## src/rtl/writeback_stage.sv

```systemverilog
// Writeback stage: merges single-cycle ALU results with buffered load results
// onto one register-file write port, and keeps a busy scoreboard of
// destinations that have an outstanding load.
//
// Ports
//   clk, reset                     clock; synchronous active-high reset
//   alu_valid/alu_addr/alu_data    ALU result; alu_stall back-pressures it
//   mem_valid/mem_addr/mem_data    load result; accepted when mem_ready
//   issue_valid/issue_addr         load issue, marks destination busy
//   query_addr1/2 -> busy1/2       hazard lookup of current scoreboard state
//   rf_write_enable/addr/data      registered register-file write port
module writeback_stage #(
  parameter int unsigned FIFO_DEPTH = 2
) (
  input  logic        clk,
  input  logic        reset,
  input  logic        alu_valid,
  input  logic [5:0]  alu_addr,
  input  logic [31:0] alu_data,
  output logic        alu_stall,
  input  logic        mem_valid,
  input  logic [5:0]  mem_addr,
  input  logic [31:0] mem_data,
  output logic        mem_ready,
  input  logic        issue_valid,
  input  logic [5:0]  issue_addr,
  input  logic [5:0]  query_addr1,
  input  logic [5:0]  query_addr2,
  output logic        busy1,
  output logic        busy2,
  output logic        rf_write_enable,
  output logic [5:0]  rf_write_addr,
  output logic [31:0] rf_write_data
);

  localparam int unsigned AW    = 6;
  localparam int unsigned DW    = 32;
  localparam int unsigned NREG  = 32;
  localparam int unsigned PTR_W = $clog2(FIFO_DEPTH);
  localparam int unsigned CNT_W = $clog2(FIFO_DEPTH + 1);

  // Load-result buffer storage and control
  logic [AW-1:0]    fifo_addr_q [FIFO_DEPTH];
  logic [AW-1:0]    fifo_addr_d [FIFO_DEPTH];
  logic [DW-1:0]    fifo_data_q [FIFO_DEPTH];
  logic [DW-1:0]    fifo_data_d [FIFO_DEPTH];
  logic [PTR_W-1:0] wr_ptr_q, wr_ptr_d;
  logic [PTR_W-1:0] rd_ptr_q, rd_ptr_d;
  logic [CNT_W-1:0] count_q, count_d;

  logic [NREG-1:0]  busy_q, busy_d;

  logic             rf_we_q, rf_we_d;
  logic [AW-1:0]    rf_addr_q, rf_addr_d;
  logic [DW-1:0]    rf_data_q, rf_data_d;

  logic             full_c;
  logic             empty_c;
  logic             push_c;
  logic             pop_c;
  logic             alu_sel_c;
  logic [AW-1:0]    head_addr_c;
  logic [DW-1:0]    head_data_c;

  assign full_c      = (count_q == CNT_W'(FIFO_DEPTH));
  assign empty_c     = (count_q == CNT_W'(0));
  assign head_addr_c = fifo_addr_q[rd_ptr_q];
  assign head_data_c = fifo_data_q[rd_ptr_q];

  // A full buffer takes priority so loads cannot starve behind a busy ALU
  assign pop_c     = !empty_c && (full_c || !alu_valid);
  assign alu_sel_c = alu_valid && !full_c;
  assign push_c    = mem_valid && !full_c;

  assign mem_ready = !full_c;
  assign alu_stall = !reset && alu_valid && full_c;

  // Scoreboard lookups see registered state only; addresses >= 32 are never busy
  assign busy1 = !query_addr1[5] && busy_q[query_addr1[4:0]];
  assign busy2 = !query_addr2[5] && busy_q[query_addr2[4:0]];

  assign rf_write_enable = rf_we_q;
  assign rf_write_addr   = rf_addr_q;
  assign rf_write_data   = rf_data_q;

  // Next-state: buffer pointers/count, storage, scoreboard, write port
  always_comb begin
    wr_ptr_d    = wr_ptr_q;
    rd_ptr_d    = rd_ptr_q;
    count_d     = count_q;
    fifo_addr_d = fifo_addr_q;
    fifo_data_d = fifo_data_q;
    busy_d      = busy_q;
    rf_we_d     = 1'b0;
    rf_addr_d   = rf_addr_q;
    rf_data_d   = rf_data_q;

    if (push_c) begin
      fifo_addr_d[wr_ptr_q] = mem_addr;
      fifo_data_d[wr_ptr_q] = mem_data;
      wr_ptr_d              = wr_ptr_q + PTR_W'(1);
    end
    if (pop_c) begin
      rd_ptr_d = rd_ptr_q + PTR_W'(1);
    end
    case ({push_c, pop_c})
      2'b10:   count_d = count_q + CNT_W'(1);
      2'b01:   count_d = count_q - CNT_W'(1);
      default: count_d = count_q;
    endcase

    // Out-of-range destinations are drained without touching the register file
    if (pop_c) begin
      if (!head_addr_c[5]) begin
        rf_we_d                 = 1'b1;
        rf_addr_d               = head_addr_c;
        rf_data_d               = head_data_c;
        busy_d[head_addr_c[4:0]] = 1'b0;
      end
    end else if (alu_sel_c && !alu_addr[5]) begin
      rf_we_d   = 1'b1;
      rf_addr_d = alu_addr;
      rf_data_d = alu_data;
    end

    // Applied after the clear so a same-cycle issue keeps the bit set
    if (issue_valid && !issue_addr[5]) begin
      busy_d[issue_addr[4:0]] = 1'b1;
    end
  end

  // Control and output registers
  always_ff @(posedge clk) begin
    if (reset) begin
      wr_ptr_q  <= '0;
      rd_ptr_q  <= '0;
      count_q   <= '0;
      busy_q    <= '0;
      rf_we_q   <= 1'b0;
      rf_addr_q <= '0;
      rf_data_q <= '0;
    end else begin
      wr_ptr_q  <= wr_ptr_d;
      rd_ptr_q  <= rd_ptr_d;
      count_q   <= count_d;
      busy_q    <= busy_d;
      rf_we_q   <= rf_we_d;
      rf_addr_q <= rf_addr_d;
      rf_data_q <= rf_data_d;
    end
  end

  // Buffer payload needs no reset; it is only read when count says valid
  always_ff @(posedge clk) begin
    fifo_addr_q <= fifo_addr_d;
    fifo_data_q <= fifo_data_d;
  end

endmodule

```

## config.mk

```make
export PLATFORM = sky130hd
export DESIGN_NAME = writeback_stage
export DESIGN_NICKNAME = d
export VERILOG_FILES = /design/src/rtl/writeback_stage.sv
export SDC_FILE = /design/constraint.sdc
export NUM_CORES = 1
export LEC_CHECK = 0
export BUFFER_PORTS_ARGS = -buffer_cell sky130_fd_sc_hd__clkbuf_2
export CAP_MARGIN = 40
export CORE_MARGIN = 3
export CORE_UTILIZATION = 45
export CTS_CLUSTER_SIZE = 16
export DETAILED_ROUTE_END_ITERATION = 6
export GPL_ROUTABILITY_DRIVEN = 0
export GPL_TIMING_DRIVEN = 0
export PLACE_DENSITY = 0.64
export SLEW_MARGIN = 30
export SYNTH_ARGS = -nofsm -noshare
export SYNTH_HDL_FRONTEND = slang
export SYNTH_SLANG_ARGS = --single-unit
```

## constraint.sdc

```tcl
create_clock -name clk -period 3.8 [get_ports clk]
set_clock_uncertainty 0.2 [all_clocks]
set_input_delay 0.76 -clock clk [delete_from_list [all_inputs] [get_ports clk]]
set_output_delay 0.76 -clock clk [all_outputs]
set_load 0.02 [all_outputs]
```

### Yosys cells after proc, flatten, opt, wreduce, memory -nomap -nowiden

Cells that the tools add are included.

* register bits after elaboration: 151
* logic and storage cells: 91

* add/sub/neg operators: 4
* order comparisons: 9
* equality and inequality tests: 4
* multiplexer cells: 33
* bitwise operators: 5
* reduce and logical (&&, ||, !) cells: 25

Operators by type and width (count)
* $mux 32: 10
* $bwmux 64: 1
* $mux 6: 7
* $and 32x32->32: 1
* $demux 32 s1: 1
* $not 32->32: 1
* $or 32x32->32: 1
* $lt 5x6->1 const B: 4
* $bwmux 12: 1
* $logic_and 1x1->1: 12
* $bmux 1 s5: 2
* $demux 1 s5: 2
* $ge 5x1->1 const B: 2
* $logic_not 1->1: 8
* $mux 1: 7
* $demux 6 s1: 1
* $eq 2x2->1 const B: 2
* $ge 2x2->1 const B: 2
* $not 1->2: 2
* $pmux 2 s2: 1
* $reduce_bool 2->1: 2
* $add 1x1->1 const B: 2
* $add 2x1->2 const B: 1
* $eq 2x1->1 const B: 1
* other kinds (6): 6

### Longest topological paths before layout

Gate-level depths: netlist (run 1).

* word-level depth: 14
* mapped depth: 9
* mapped depth without buffers: 7

### Worst setup path before layout (run 1)

Ideal clock, no wire load.

* path type: register to register
* start point: reg count_q[0]
* end point: reg fifo_addr_q[10] (netlist bit) (enable)
* setup time: 0.433 ns
* arrival: 2.721 ns
* required time: 3.167 ns
* slack: 0.446 ns
* stages on the path, launching flop included: 7
* buffers on the path: 2
* period minus slack after synthesis: 3.354 ns
* cells stage by stage: dfxtp_1 -> nor2b_1 -> buf_2 -> buf_2 -> inv_1 -> nand2_1 -> nor2_1

* word-level cells in the longest chain between the ends: 3

Ends and longest elaborated chain
* from (decl): line 49 `logic [CNT_W-1:0] count_q, count_d;`
* from (signal assigned): line 145 `count_q <= count_d;`
* $eq 2x2->1: line 65 `assign full_c = (count_q == CNT_W'(FIFO_DEPTH));`
* $logic_not 1->1
* via mem_ready: line 24 `output logic mem_ready,`
* $logic_and 1x1->1: line 73 `assign push_c = mem_valid && !full_c;`
* to (signal assigned): line 155 `fifo_addr_q <= fifo_addr_d;`
* to (decl): line 43 `logic [AW-1:0] fifo_addr_q [FIFO_DEPTH];`

The timed path passes the listed nets, and every way through them passes these cells.
A chain may end at the register's enable or synchronous reset.

### Worst setup path after layout (run 1)

* start point: in query_addr1[0]
* end point: out busy1

* word-level cells in the longest chain between the ends: 3

Ends and longest elaborated chain
* from (decl): line 27 `input logic [5:0] query_addr1,`
* $bmux 1 s5: line 79 `assign busy1 = !query_addr1[5] && busy_q[query_addr1[4:0]];`
* $mux 1 (not written as such): line 79
* $logic_and 1x1->1: line 79
* to (decl): line 29 `output logic busy1,`

No other way between the ends. The select of a mux whose other input is x is not followed.

==> implementation parameters, run 1 <==
Parameter                              Value

Timing
  Setup repair after global routing missed its margin ... false
  Final Hold Vio Count ... 0
  Share of the cycle needed by the critical path after routing ... 83.2%
  Slew HR ... 40.3%
  Finish-stage setup viols ... 0
  Fmax ... 316 MHz
  Worst path setup slack after routing ... between 600 and 700 ps
  Transition time of the tightest slew-check pin ... 895 ps
  Tmin final ... 3160 ps
  Fin. max-slew vios ... 0

Pwr
  Switching power total ... 1820 uW
  Combinational Power Share ... 29.6%
  Cell leakage power ... between 0.003 and 0.004 uW
  Clock network power share ... approximately a third
  Int Power ... approximately 3600 uW
  Post-layout total power ... about 5400 uW
  Maximum resistive drop on vdd ... 386 uV
  Share of total power in sequential cells ... between 30% and 40%
  Switch share ... 33.5%
  Power density of the placed cells ... around 660 nW/um^2

Synthesis
  Most common flop cell mapped by yosys ... sky130_fd_sc_hd__edfxtp_1
  Synthesized area divided by synthesized cell count ... 11.4 um^2
  Cell type with the largest total area after synthesis ... sky130_fd_sc_hd__edfxtp_1
  Number of cells produced by synthesis ... between 500 and 600
  Post-synthesis register bit count ... approximately 150
  Leading cell types by total area after synthesis ... sky130_fd_sc_hd__edfxtp_1, sky130_fd_sc_hd__dfxtp_1, sky130_fd_sc_hd__mux2i_1, sky130_fd_sc_hd__o21ai_0, sky130_fd_sc_hd__a21oi_1
  Synthesized net count ... 681
  Portion of synthesized cell area occupied by the leading cell type ... around a third
  Sequential element share of the synthesized area ... 57.2%
  Cell area after technology mapping ... 6620 um^2
  Number of distinct library cells after synthesis ... 45
  Number of enable-type register cells in the synthesized netlist ... 76
  Count of synthesis-stage warnings from yosys ... 0
  Post-synthesis async set-or-reset flop share ... 0%

Critical path
  Worst EP arrival ... 2200 ps
  Kind of critical path ... primary input to output port
  RR Endpoint ... fifo_data_q[59]
  FF-to-FF setup slack ... 1320 ps
  Crit path capture type ... output port
  Maximum fanout along the worst path ... 8
  Launching element type of the critical path ... primary input
  Worst Reg2Reg Path Length in Cells ... 7
  CP Data Required Time ... 2840 ps
  Worst flop-to-flop path startpoint ... count_q[0]

Route
  Antenna-violating nets left ... 0
  Number of vias after detailed routing ... around 5.3k
  Number of design-rule violations left by the first detailed-router iteration ... 321
  Wire length per cell ... 18.9 um
  Aggregate routed wire length ... 17600 um
  Number of DRC violations after detailed routing ... 0
  Via density per instance ... between 5 and 6
  First drt pass iteration count ... 7

Finish
  Commonest cells after routing, fill and taps aside ... sky130_fd_sc_hd__clkbuf_2, sky130_fd_sc_hd__edfxtp_1, sky130_fd_sc_hd__nand2_1, sky130_fd_sc_hd__dfxtp_1, sky130_fd_sc_hd__o21ai_0
  Ant. Diodes ... 0
  Post-route insts no fill ... 930
  Fraction of layout cells with a size suffix above 1 ... 28.5%
  Layout Area Growth over Synthesis ... 24.0%
  Commonest non-fill, non-tap cell in the layout ... sky130_fd_sc_hd__clkbuf_2
  Total of fill cells in the finished design ... 1237
  Final #Nets ... approximately 840

Global route
  Initial antenna violation count ... 1
  Via count of the first global-routing pass ... roughly 5.4k
  Wire length of the first global-routing pass ... 28000 um
  Pin count of the biggest net entering global routing ... 22
  Overall fraction of global-route tracks in use ... 22.2%
  Grt total ovfl ... 0

Clock tree
  Clock transition at the registers of the reported paths ... 60 ps
  Number of buffers inserted for hold repair after clock tree synthesis ... 0
  Number of buffers on the longest clock path ... 2
  CTS Root Cell ... sky130_fd_sc_hd__clkbuf_16
  Number of setup buffers added after CTS ... 0
  CTS H-Tree Depth ... 4
  Number of buffers added by the clock tree synthesis step ... 17
  Clock Sink Count ... ~150
  Clock tree from TritonCTS ... built
  Clk_lat worst skew ... 420 ps
  Post-cts repair resize count ... 0

Job
  Total of max-cap violations ... 0

Floorplanning
  Area of the die ... 16200 um^2
  Horizontal die dimension ... 127 um
  Die boundary height ... 127 um
  Initial cell density of the core ... 46.8%
  Core box area ... 14100 um^2
  Std-Cell Rows ... between 40 and 50
  Boundary pin count ... 142

Place
  Buffers on Ports ... 134
  Post-Place Cells ... ~900
  Worst-case setup slack after placement ... 631 ps
  Half-perimeter wire length after placement ... 12600 um

Worst hold path
  Origin of the worst min-delay path ... rf_write_addr[4]
  Min-Delay Path Depth ... 2
  Endpoint, Worst Hold ... rf_write_addr[4]
  Worst hold path class ... flop to flop

Run status
  Result of the run ... completed
area by class of cell:
type	instances	area (um^2)	area share, %
plain buffers	43	220	2.69
clock buffers	25	571	6.96
clock inverters	7	50.0	0.610
inverters	4	15.0	0.183
multi-input cells	383	2610	31.8
flip-flops and latches	151	3780	46.1
well taps	180	225	2.75
repair buffers	137	731	8.91
per-stage QoR:
step	util, %	hold WS (ps)	area (um^2)	setup TNS [ps]
2_1_floorplan	-	253	6620	0
3_3_place_gp	53.1	241	7510	-19930
3_5_place_dp	53.6	245	7580	0
4_1_cts	58.0	252	8200	0
5_1_grt	58.0	271	8200	0
6_report	58.0	249	8200	0
cell usage after synthesis, types with 2 or more instances:
cell type	count
sky130_fd_sc_hd__o211ai_1	38
sky130_fd_sc_hd__a31oi_1	2
sky130_fd_sc_hd__nor2b_1	2
sky130_fd_sc_hd__and3_1	2
sky130_fd_sc_hd__edfxtp_1	76
sky130_fd_sc_hd__nand2b_1	2
sky130_fd_sc_hd__xor2_1	2
sky130_fd_sc_hd__o221ai_1	4
sky130_fd_sc_hd__buf_4	7
sky130_fd_sc_hd__buf_6	2
sky130_fd_sc_hd__o2111ai_1	2
sky130_fd_sc_hd__buf_2	14
sky130_fd_sc_hd__mux2_2	9
sky130_fd_sc_hd__a21oi_1	70
sky130_fd_sc_hd__buf_1	4
sky130_fd_sc_hd__nand3_1	7
sky130_fd_sc_hd__and3b_1	3
sky130_fd_sc_hd__inv_1	4
sky130_fd_sc_hd__mux4_2	9
sky130_fd_sc_hd__nor4bb_1	2
sky130_fd_sc_hd__xnor2_1	2
sky130_fd_sc_hd__nor3b_1	7
sky130_fd_sc_hd__nor2_1	9
sky130_fd_sc_hd__nand2_1	75
sky130_fd_sc_hd__clkbuf_1	16
sky130_fd_sc_hd__mux2i_1	41
sky130_fd_sc_hd__nor3_1	2
sky130_fd_sc_hd__o31ai_1	2
sky130_fd_sc_hd__o21ai_0	72
sky130_fd_sc_hd__mux4_1	5
sky130_fd_sc_hd__dfxtp_1	75
critical path, cell delays in order:
cell	delay, ps
sky130_fd_sc_hd__buf_6	130
sky130_fd_sc_hd__mux4_2	510
sky130_fd_sc_hd__nor2b_1	140
sky130_fd_sc_hd__a2111oi_0	370
sky130_fd_sc_hd__a311oi_1	110
sky130_fd_sc_hd__clkbuf_2	180
worst max-delay path by stage:
| stage | startpoint | to | slack (ps) | cells after the start |
|---|---|---|---|---|
| floorplan | count_q[0] | fifo_addr_q[10] | 450 | 6 |
| global placement | count_q[0] | fifo_data_q[60] | -530 | 6 |
| detailed placement | query_addr1[0] | busy1 | 630 | 6 |
| CTS | query_addr1[0] | busy1 | 630 | 6 |
| global route | query_addr1[0] | busy1 | 450 | 6 |
| finish | query_addr1[0] | busy1 | 640 | 6 |
cells by family (layout without fill, tap and decap cells):
family          after synthesis  in the layout  synth area share (%)
compound gates              198            198                  17.6
mux                          64             64                  12.8
buf+inv                      47            216                  3.56
xor+xnor                      4              4                 0.530
simple gates                116            116                  8.19
fa+ha+maj                     1              1                 0.189
flops                       151            151                  57.2
sequential cells by signal, indices dropped and copies added, names as in the netlist:
| register | count |
|---|---|
| fifo_data_q | 64 |
| busy_q | 32 |
| rf_write_data | 32 |
| fifo_addr_q | 12 |
| rf_write_addr | 6 |
| count_q | 2 |
| rd_ptr_q | 1 |
| rf_write_enable | 1 |
| wr_ptr_q | 1 |
power by group through the flow:
stage | combinational, uW | clock, uW | sequential [uW]
2_1_floorplan | 923 | 0 | 2280
3_3_place_gp | 1540 | 0 | 2140
3_5_place_dp | 1610 | 0 | 2140
4_1_cts | 1620 | 1730 | 2110
5_1_grt | 1770 | 1800 | 2140
6_report | 1610 | 1710 | 2110
metal layers:
layer / global-route usage, % / wire, um / vias to the layer above
met4: 8.45 / 333 / 2
met2: 37.0 / 8650 / 194
met3: 6.35 / 1250 / 34
met1: 27.7 / 7310 / 2551
met5: 0 / 13 / -
li1: - / - / 2511
Power figures use the tool's default switching activity.
==> run 2, diff against run 1 <==
Clock period 3.8 ns to 3.05 ns, I/O delays scaled along.
==> implementation parameters, run 2 (synthesized netlist as in run 1, its figures left out) <==
Parameter                              Value

Finish
  Total of fill cells in the finished design ... 1208 (-2.3%)
  Commonest non-fill, non-tap cell in the layout ... sky130_fd_sc_hd__clkbuf_2
  Ant. Diodes ... 0 (unchanged)
  Register ranked first by flip-flop count ... fifo_data_q
  Post-route cell area ... 8180 um^2 (-0.20%)
  Commonest cells after routing, fill and taps aside ... sky130_fd_sc_hd__clkbuf_2, sky130_fd_sc_hd__edfxtp_1, sky130_fd_sc_hd__nand2_1, sky130_fd_sc_hd__dfxtp_1, sky130_fd_sc_hd__o21ai_0
  Post-route insts no fill ... 929 (-0.11%)
  Fraction of layout cells with a size suffix above 1 ... 27.9% (-0.63 points)
  Layout Area Growth over Synthesis ... 23.7%
  Share of the core filled with cells in the final layout ... 57.8% (-0.11 points)
  Final #Nets ... 837 (unchanged)
  Max FFs per register ... 64 (unchanged)

Route
  Number of DRC violations after detailed routing ... 0 (unchanged)
  Aggregate routed wire length ... 17500 um (-0.10%)
  First drt pass iteration count ... 5 (-2)
  Antenna-violating nets left ... 0 (unchanged)
  Via density per instance ... 5.69 (about the same)
  Number of design-rule violations left by the first detailed-router iteration ... 319 (-0.62%)
  Number of vias after detailed routing ... 5282 (-0.19%)
  Wire length per cell ... 18.9 um (about the same)

Clock tree
  Number of buffers added by the clock tree synthesis step ... 17 (unchanged)
  Clock tree from TritonCTS ... built
  CTS H-Tree Depth ... 4 (unchanged)
  Post-cts repair resize count ... 0 (unchanged)
  Clock Sink Count ... 151 (unchanged)
  Number of buffers inserted for hold repair after clock tree synthesis ... 0 (unchanged)
  CTS Root Cell ... sky130_fd_sc_hd__clkbuf_16
  Clock transition at the registers of the reported paths ... 50 ps (about the same)
  Number of setup buffers added after CTS ... 0 (unchanged)
  Clk_lat worst skew ... 420 ps (about the same)
  Number of buffers on the longest clock path ... 2 (unchanged)

Pwr
  Switch share ... 32.7% (-0.80 points)
  Int Power ... 4580 uW (+27%)
  Post-layout total power ... 6800 uW (+25%)
  Power density of the placed cells ... 831 nW/um^2 (+25%)
  Combinational Power Share ... 29.5% (about the same)
  Clock network power share ... 31.8% (+0.3 points)
  Cell leakage power ... 0.00304 uW (-0.48%)
  Maximum resistive drop on vdd ... 473 uV (+23%)
  Share of total power in sequential cells ... 38.7% (about the same)
  Switching power total ... 2220 uW (+22%)

Place
  Cell area reported after detailed placement ... 7580 um^2 (unchanged)
  Half-perimeter wire length after placement ... 12700 um (+0.94%)
  Post-Place Cells ... 898 (unchanged)
  Buffers on Ports ... 134 (unchanged)

Global route
  Initial antenna violation count ... 0 (-1)
  Wire length of the first global-routing pass ... 28000 um (about the same)
  Grt total ovfl ... 0 (unchanged)
  Via count of the first global-routing pass ... 5504 (+1.2%)
  Pin count of the biggest net entering global routing ... 21 (-4.5%)
  Overall fraction of global-route tracks in use ... 22.3% (+0.023 points)

Floorplanning
  Horizontal die dimension ... 127 um (unchanged)
  Area of the die ... 16200 um^2 (unchanged)
  Std-Cell Rows ... 43 (unchanged)
  Die boundary height ... 127 um (unchanged)
  Core box area ... 14100 um^2 (unchanged)
  Initial cell density of the core ... 46.8% (unchanged)
  Boundary pin count ... 142 (unchanged)

Timing
  Slew HR ... 46.1% (+5.8 points)
  Final sum of negative setup slack ... 0 ps (unchanged)
  Fmax ... about 350 MHz
  Tmin final ... 2860 ps
  Final Hold Vio Count ... 0 (unchanged)
  Share of the cycle needed by the critical path after routing ... 93.6%
  Finish-stage setup viols ... 0 (unchanged)
  Fin. max-slew vios ... 0 (unchanged)
  Setup repair after global routing missed its margin ... false
  Transition time of the tightest slew-check pin ... 809 ps (-86.7 ps)

Critical path
  CP Data Required Time ... 2240 ps (-600 ps)
  Kind of critical path ... primary input to output port
  Launching element type of the critical path ... primary input
  Crit path capture type ... output port
  Maximum fanout along the worst path ... 8 (unchanged)
  Worst EP arrival ... 2050 ps (-150 ps)

Worst hold path
  Worst hold path class ... primary input to flop

Run status
  Result of the run ... completed

Job
  Total of max-cap violations ... 0 (unchanged)
## run 2: worst max-delay path: stages
cell and delay, ps:
sky130_fd_sc_hd__buf_6 130, sky130_fd_sc_hd__mux4_2 520, sky130_fd_sc_hd__nor2b_1 140, sky130_fd_sc_hd__a2111oi_0 380, sky130_fd_sc_hd__a311oi_1 90, sky130_fd_sc_hd__clkbuf_2 170
## run 2: stage by stage
stage	setup slack, ps	hold slack [ps]
after floorplan	304	253
after global placement	-263	240
after detailed placement	194	246
after CTS	196	156
after global routing	0.328	154
final	194	175
## run 2: path summary, 6_finish.rpt
path | start | end | slack (ps) | depth (start not counted)
max | query_addr1[0] | busy1 | 190 | 6
min | mem_data[7] | fifo_data_q[7] | 180 | 1
max reg2reg | count_q[0] | fifo_data_q[40] | 550 | 7
min reg2reg | rf_write_data[19] | rf_write_data[19] | 250 | 2
## run 2: per-layer routing
metal	global-route usage [%]	vias up	wire length, um
met5	0	-	0
met4	9.59	0	443
met3	6.61	37	1140
met2	36.5	180	8620
met1	27.5	2543	7330
li1	-	2522	-
## run 2: layout make-up
cell class,count,area [um^2],share of cell area [%]
flip-flops and latches,151,3780,46.2
clock buffers,22,454,5.55
repair buffers,137,731,8.93
multi-input cells,383,2610,31.8
plain buffers,43,220,2.69
well taps,180,225,2.75
clock inverters,9,150,1.83
inverters,4,15.0,0.183
## run 2: power by group through the flow
| stage | registers, uW | clock network, uW | logic [uW] |
|---|---|---|---|
| detailed placement | 2670 | 0 | 2000 |
| floorplan | 2830 | 0 | 1150 |
| finish | 2630 | 2160 | 2010 |
| CTS | 2630 | 2190 | 2020 |
| global placement | 2660 | 0 | 1920 |
| global route | 2660 | 2280 | 2190 |
==> run 3, diff against run 2 <==
Settings changed: PLACE_DENSITY 0.64 to 0.71.
Clock period 3.05 ns to 2.3 ns, I/O delays scaled along.
==> implementation parameters, run 3 (synthesized netlist as in run 1, its figures left out) <==
Parameter                              Value

Place
  Half-perimeter wire length after placement ... 12600 um (-0.17%)
  Buffers on Ports ... 134 (unchanged)
  Post-Place Cells ... 899 (+0.11%)

Critical path
  Top Family by Delay on Critical Path ... multiplexers
  Crit path capture type ... output port
  Worst Reg2Reg Path Length in Cells ... 6 (-1)
  Worst EP arrival ... 1920 ps (-130 ps)
  Kind of critical path ... flop to output port
  Slowest-stage cell, CP ... sky130_fd_sc_hd__mux4_2
  CP Data Required Time ... 1640 ps (-600 ps)
  Launching element type of the critical path ... flop
  Critical path buffers and inverters ... 1 (-1)
  Worst flop-to-flop path startpoint ... rd_ptr_q
  RR Endpoint ... busy_q[1]
  Crit path cell chain ... mux4_2 > mux2_4 > o311a_4 > buf_8
  CP Capture Point ... busy2
  Peak per-stage delay on the critical path ... 460 ps (-60 ps)
  FF-to-FF setup slack ... 150 ps (-400 ps)
  Maximum fanout along the worst path ... 3 (-5)
  Timing startpoint of the critical path ... busy_q[3]
  Cell count along the critical path ... 4 (-2)

Finish
  Share of the core filled with cells in the final layout ... 58.5% (+0.65 points)
  Commonest cells after routing, fill and taps aside ... sky130_fd_sc_hd__clkbuf_2, sky130_fd_sc_hd__edfxtp_1, sky130_fd_sc_hd__nand2_1, sky130_fd_sc_hd__o21ai_0, sky130_fd_sc_hd__dfxtp_1
  Layout Area Growth over Synthesis ... 25.1%
  Final #Nets ... 838 (+0.12%)
  Area of the multi-input gates ... 2710 um^2 (+3.9%)
  Total of fill cells in the finished design ... 1199 (-0.75%)
  Ant. Diodes ... 0 (unchanged)
  Fraction of layout cells with a size suffix above 1 ... 31.2% (+3.3 points)
  Commonest non-fill, non-tap cell in the layout ... sky130_fd_sc_hd__clkbuf_2
  Register ranked first by flip-flop count ... fifo_data_q
  Post-route insts no fill ... 931 (+0.22%)
  Register area ... 3790 um^2 (about the same)
  Max FFs per register ... 64 (unchanged)

Global route
  Wire length of the first global-routing pass ... 27400 um (-2.3%)
  Initial antenna violation count ... 3 (+3)
  Pin count of the biggest net entering global routing ... 27 (+29%)
  Grt total ovfl ... 0 (unchanged)
  Via count of the first global-routing pass ... 5442 (-1.1%)
  Overall fraction of global-route tracks in use ... 21.6% (-0.70 points)

Route
  Via density per instance ... 5.78 (+1.6%)
  Met3 Routed Length ... 1450 um (+27%)
  Number of DRC violations after detailed routing ... 0 (unchanged)
  Wire length per cell ... 18.5 um (-1.8%)
  Number of vias after detailed routing ... 5377 (+1.8%)
  Uppermost metal layer occupied by signal nets ... met5
  Antenna-violating nets left ... 0 (unchanged)
  Amount of wire on met2 after detailed routing ... 8710 um (+1.1%)
  Aggregate routed wire length ... 17300 um (-1.6%)
  Number of design-rule violations left by the first detailed-router iteration ... 363 (+14%)
  First drt pass iteration count ... 5 (unchanged)
  Met1 layer wirelength in the final routing ... 6810 um (-7.1%)

Clock tree
  Clock Sink Count ... 151 (unchanged)
  Clock tree from TritonCTS ... built
  Clk_lat worst skew ... 420 ps (about the same)
  Number of buffers added by the clock tree synthesis step ... 17 (unchanged)
  Clock transition at the registers of the reported paths ... 60 ps (about the same)
  CTS Root Cell ... sky130_fd_sc_hd__clkbuf_16
  Number of buffers on the longest clock path ... 2 (unchanged)
  Number of buffers inserted for hold repair after clock tree synthesis ... 0 (unchanged)
  CTS H-Tree Depth ... 4 (unchanged)

Floorplanning
  Core box area ... 14100 um^2 (unchanged)
  Die boundary height ... 127 um (unchanged)
  Std-Cell Rows ... 43 (unchanged)
  Horizontal die dimension ... 127 um (unchanged)
  Initial cell density of the core ... 46.8% (unchanged)
  Area of the die ... 16200 um^2 (unchanged)
  Boundary pin count ... 142 (unchanged)

Pwr
  Cell leakage power ... 0.00301 uW (-0.79%)
  Combinational Power Share ... 30.9% (+1.4 points)
  Switch share ... 34.0% (+1.4 points)
  Power density of the placed cells ... 1060 nW/um^2 (+28%)
  Int Power ... 5800 uW (+27%)
  Maximum resistive drop on vdd ... 594 uV (+26%)
  Switching power total ... 2990 uW (+35%)
  Clock network power share ... 29.4% (-2.4 points)
  Share of total power in sequential cells ... 39.7% (+1.0 points)

Worst hold path
  Worst hold path class ... primary input to flop
  Min-Delay Path Depth ... 1 (unchanged)

Timing
  Tmin final ... 2580 ps
  Final Hold Vio Count ... 0 (unchanged)
  Slew HR ... 53.0% (+6.9 points)
  Fmax ... 387 MHz
  Worst path setup slack after routing ... -282 ps (-476 ps)
  Fin. max-slew vios ... 0 (unchanged)
  Share of the cycle needed by the critical path after routing ... 112%
  Transition time of the tightest slew-check pin ... 704 ps (-104 ps)
  Setup repair after global routing missed its margin ... true
  Finish-stage setup viols ... 2 (+2)

Run status
  Violated checks ... setup timing
  Result of the run ... complete, but fails checks

Job
  Total of max-cap violations ... 0 (unchanged)
[run 3: cell types whose count changed in the layout (fill, tap and decap cells not counted), moves of 4 or more]
cell                       before  now
sky130_fd_sc_hd__buf_4          7   11
sky130_fd_sc_hd__mux2i_1       41   37
sky130_fd_sc_hd__mux2i_2        0    4
sky130_fd_sc_hd__o221ai_1       4    0
sky130_fd_sc_hd__o221ai_2       1    5
[run 3: power groups by stage]
stage / registers, uW / clock network [uW] / logic [uW]
floorplan: 3750 / 0 / 1540
global placement: 3520 / 0 / 2550
detailed placement: 3540 / 0 / 2670
CTS: 3490 / 2620 / 2710
global route: 3540 / 2730 / 2990
finish: 3490 / 2590 / 2720
[run 3: what timing repair did]
| item | in CTS | in global routing |
|---|---|---|
| cloned | 0 | 0 |
| endpoints found under the hold margin | 0 | 0 |
| buffers inserted | 0 | 1 |
| pin swaps | 1 | 2 |
| endpoints found under the setup margin | 37 | 51 |
| gates resized for setup | 12 | 18 |
[run 3: final cells by class]
cell class | count | share of cell area [%]
sequential | 151 | 45.8
multi-input combinational | 383 | 32.7
timing repair buffer | 139 | 9.12
clock buffer | 22 | 5.49
buffer | 42 | 2.83
tap | 180 | 2.72
clock inverter | 10 | 1.21
inverter | 4 | 0.181
[run 3: worst reg2reg max path, delay by kind of cell (launching register included)]
kind / cells / cell delay, ps
AO/OA/AOI/OAI: 3 / 630
buffers and inverters: 2 / 490
flip-flops: 1 / 340
multiplexers: 1 / 350
[run 3: per-stage QoR]
| step | setup WS [ps] | power, uW | area, um^2 | hold slack (ps) | setup TNS, ps |
|---|---|---|---|---|---|
| global placement | -376 | 6070 | 7560 | 240 | -19290 |
| detailed placement | -311 | 6200 | 7620 | 243 | -1860 |
| global route | -330 | 9260 | 8280 | 13.2 | -595 |
| CTS | -314 | 8810 | 8230 | 15.1 | -737 |
| finish | -282 | 8800 | 8280 | 28.1 | -494 |
| floorplan | -49.0 | 5290 | 6670 | 253 | -49.0 |
[run 3: how the worst min path moves through the flow]
stage | end | from
floorplan | busy_q[25] | busy_q[25]
global route | fifo_data_q[15] | mem_data[15]
global placement | rf_write_data[1] | rf_write_data[1]
finish | fifo_data_q[15] | mem_data[15]
detailed placement | rf_write_data[14] | rf_write_data[14]
CTS | fifo_data_q[15] | mem_data[15]
[run 3: per-layer routing]
layer	global-route usage, %	vias up
met5	0	-
met4	7.26	6
met3	8.11	26
met2	36.3	222
met1	25.5	2603
li1	-	2520
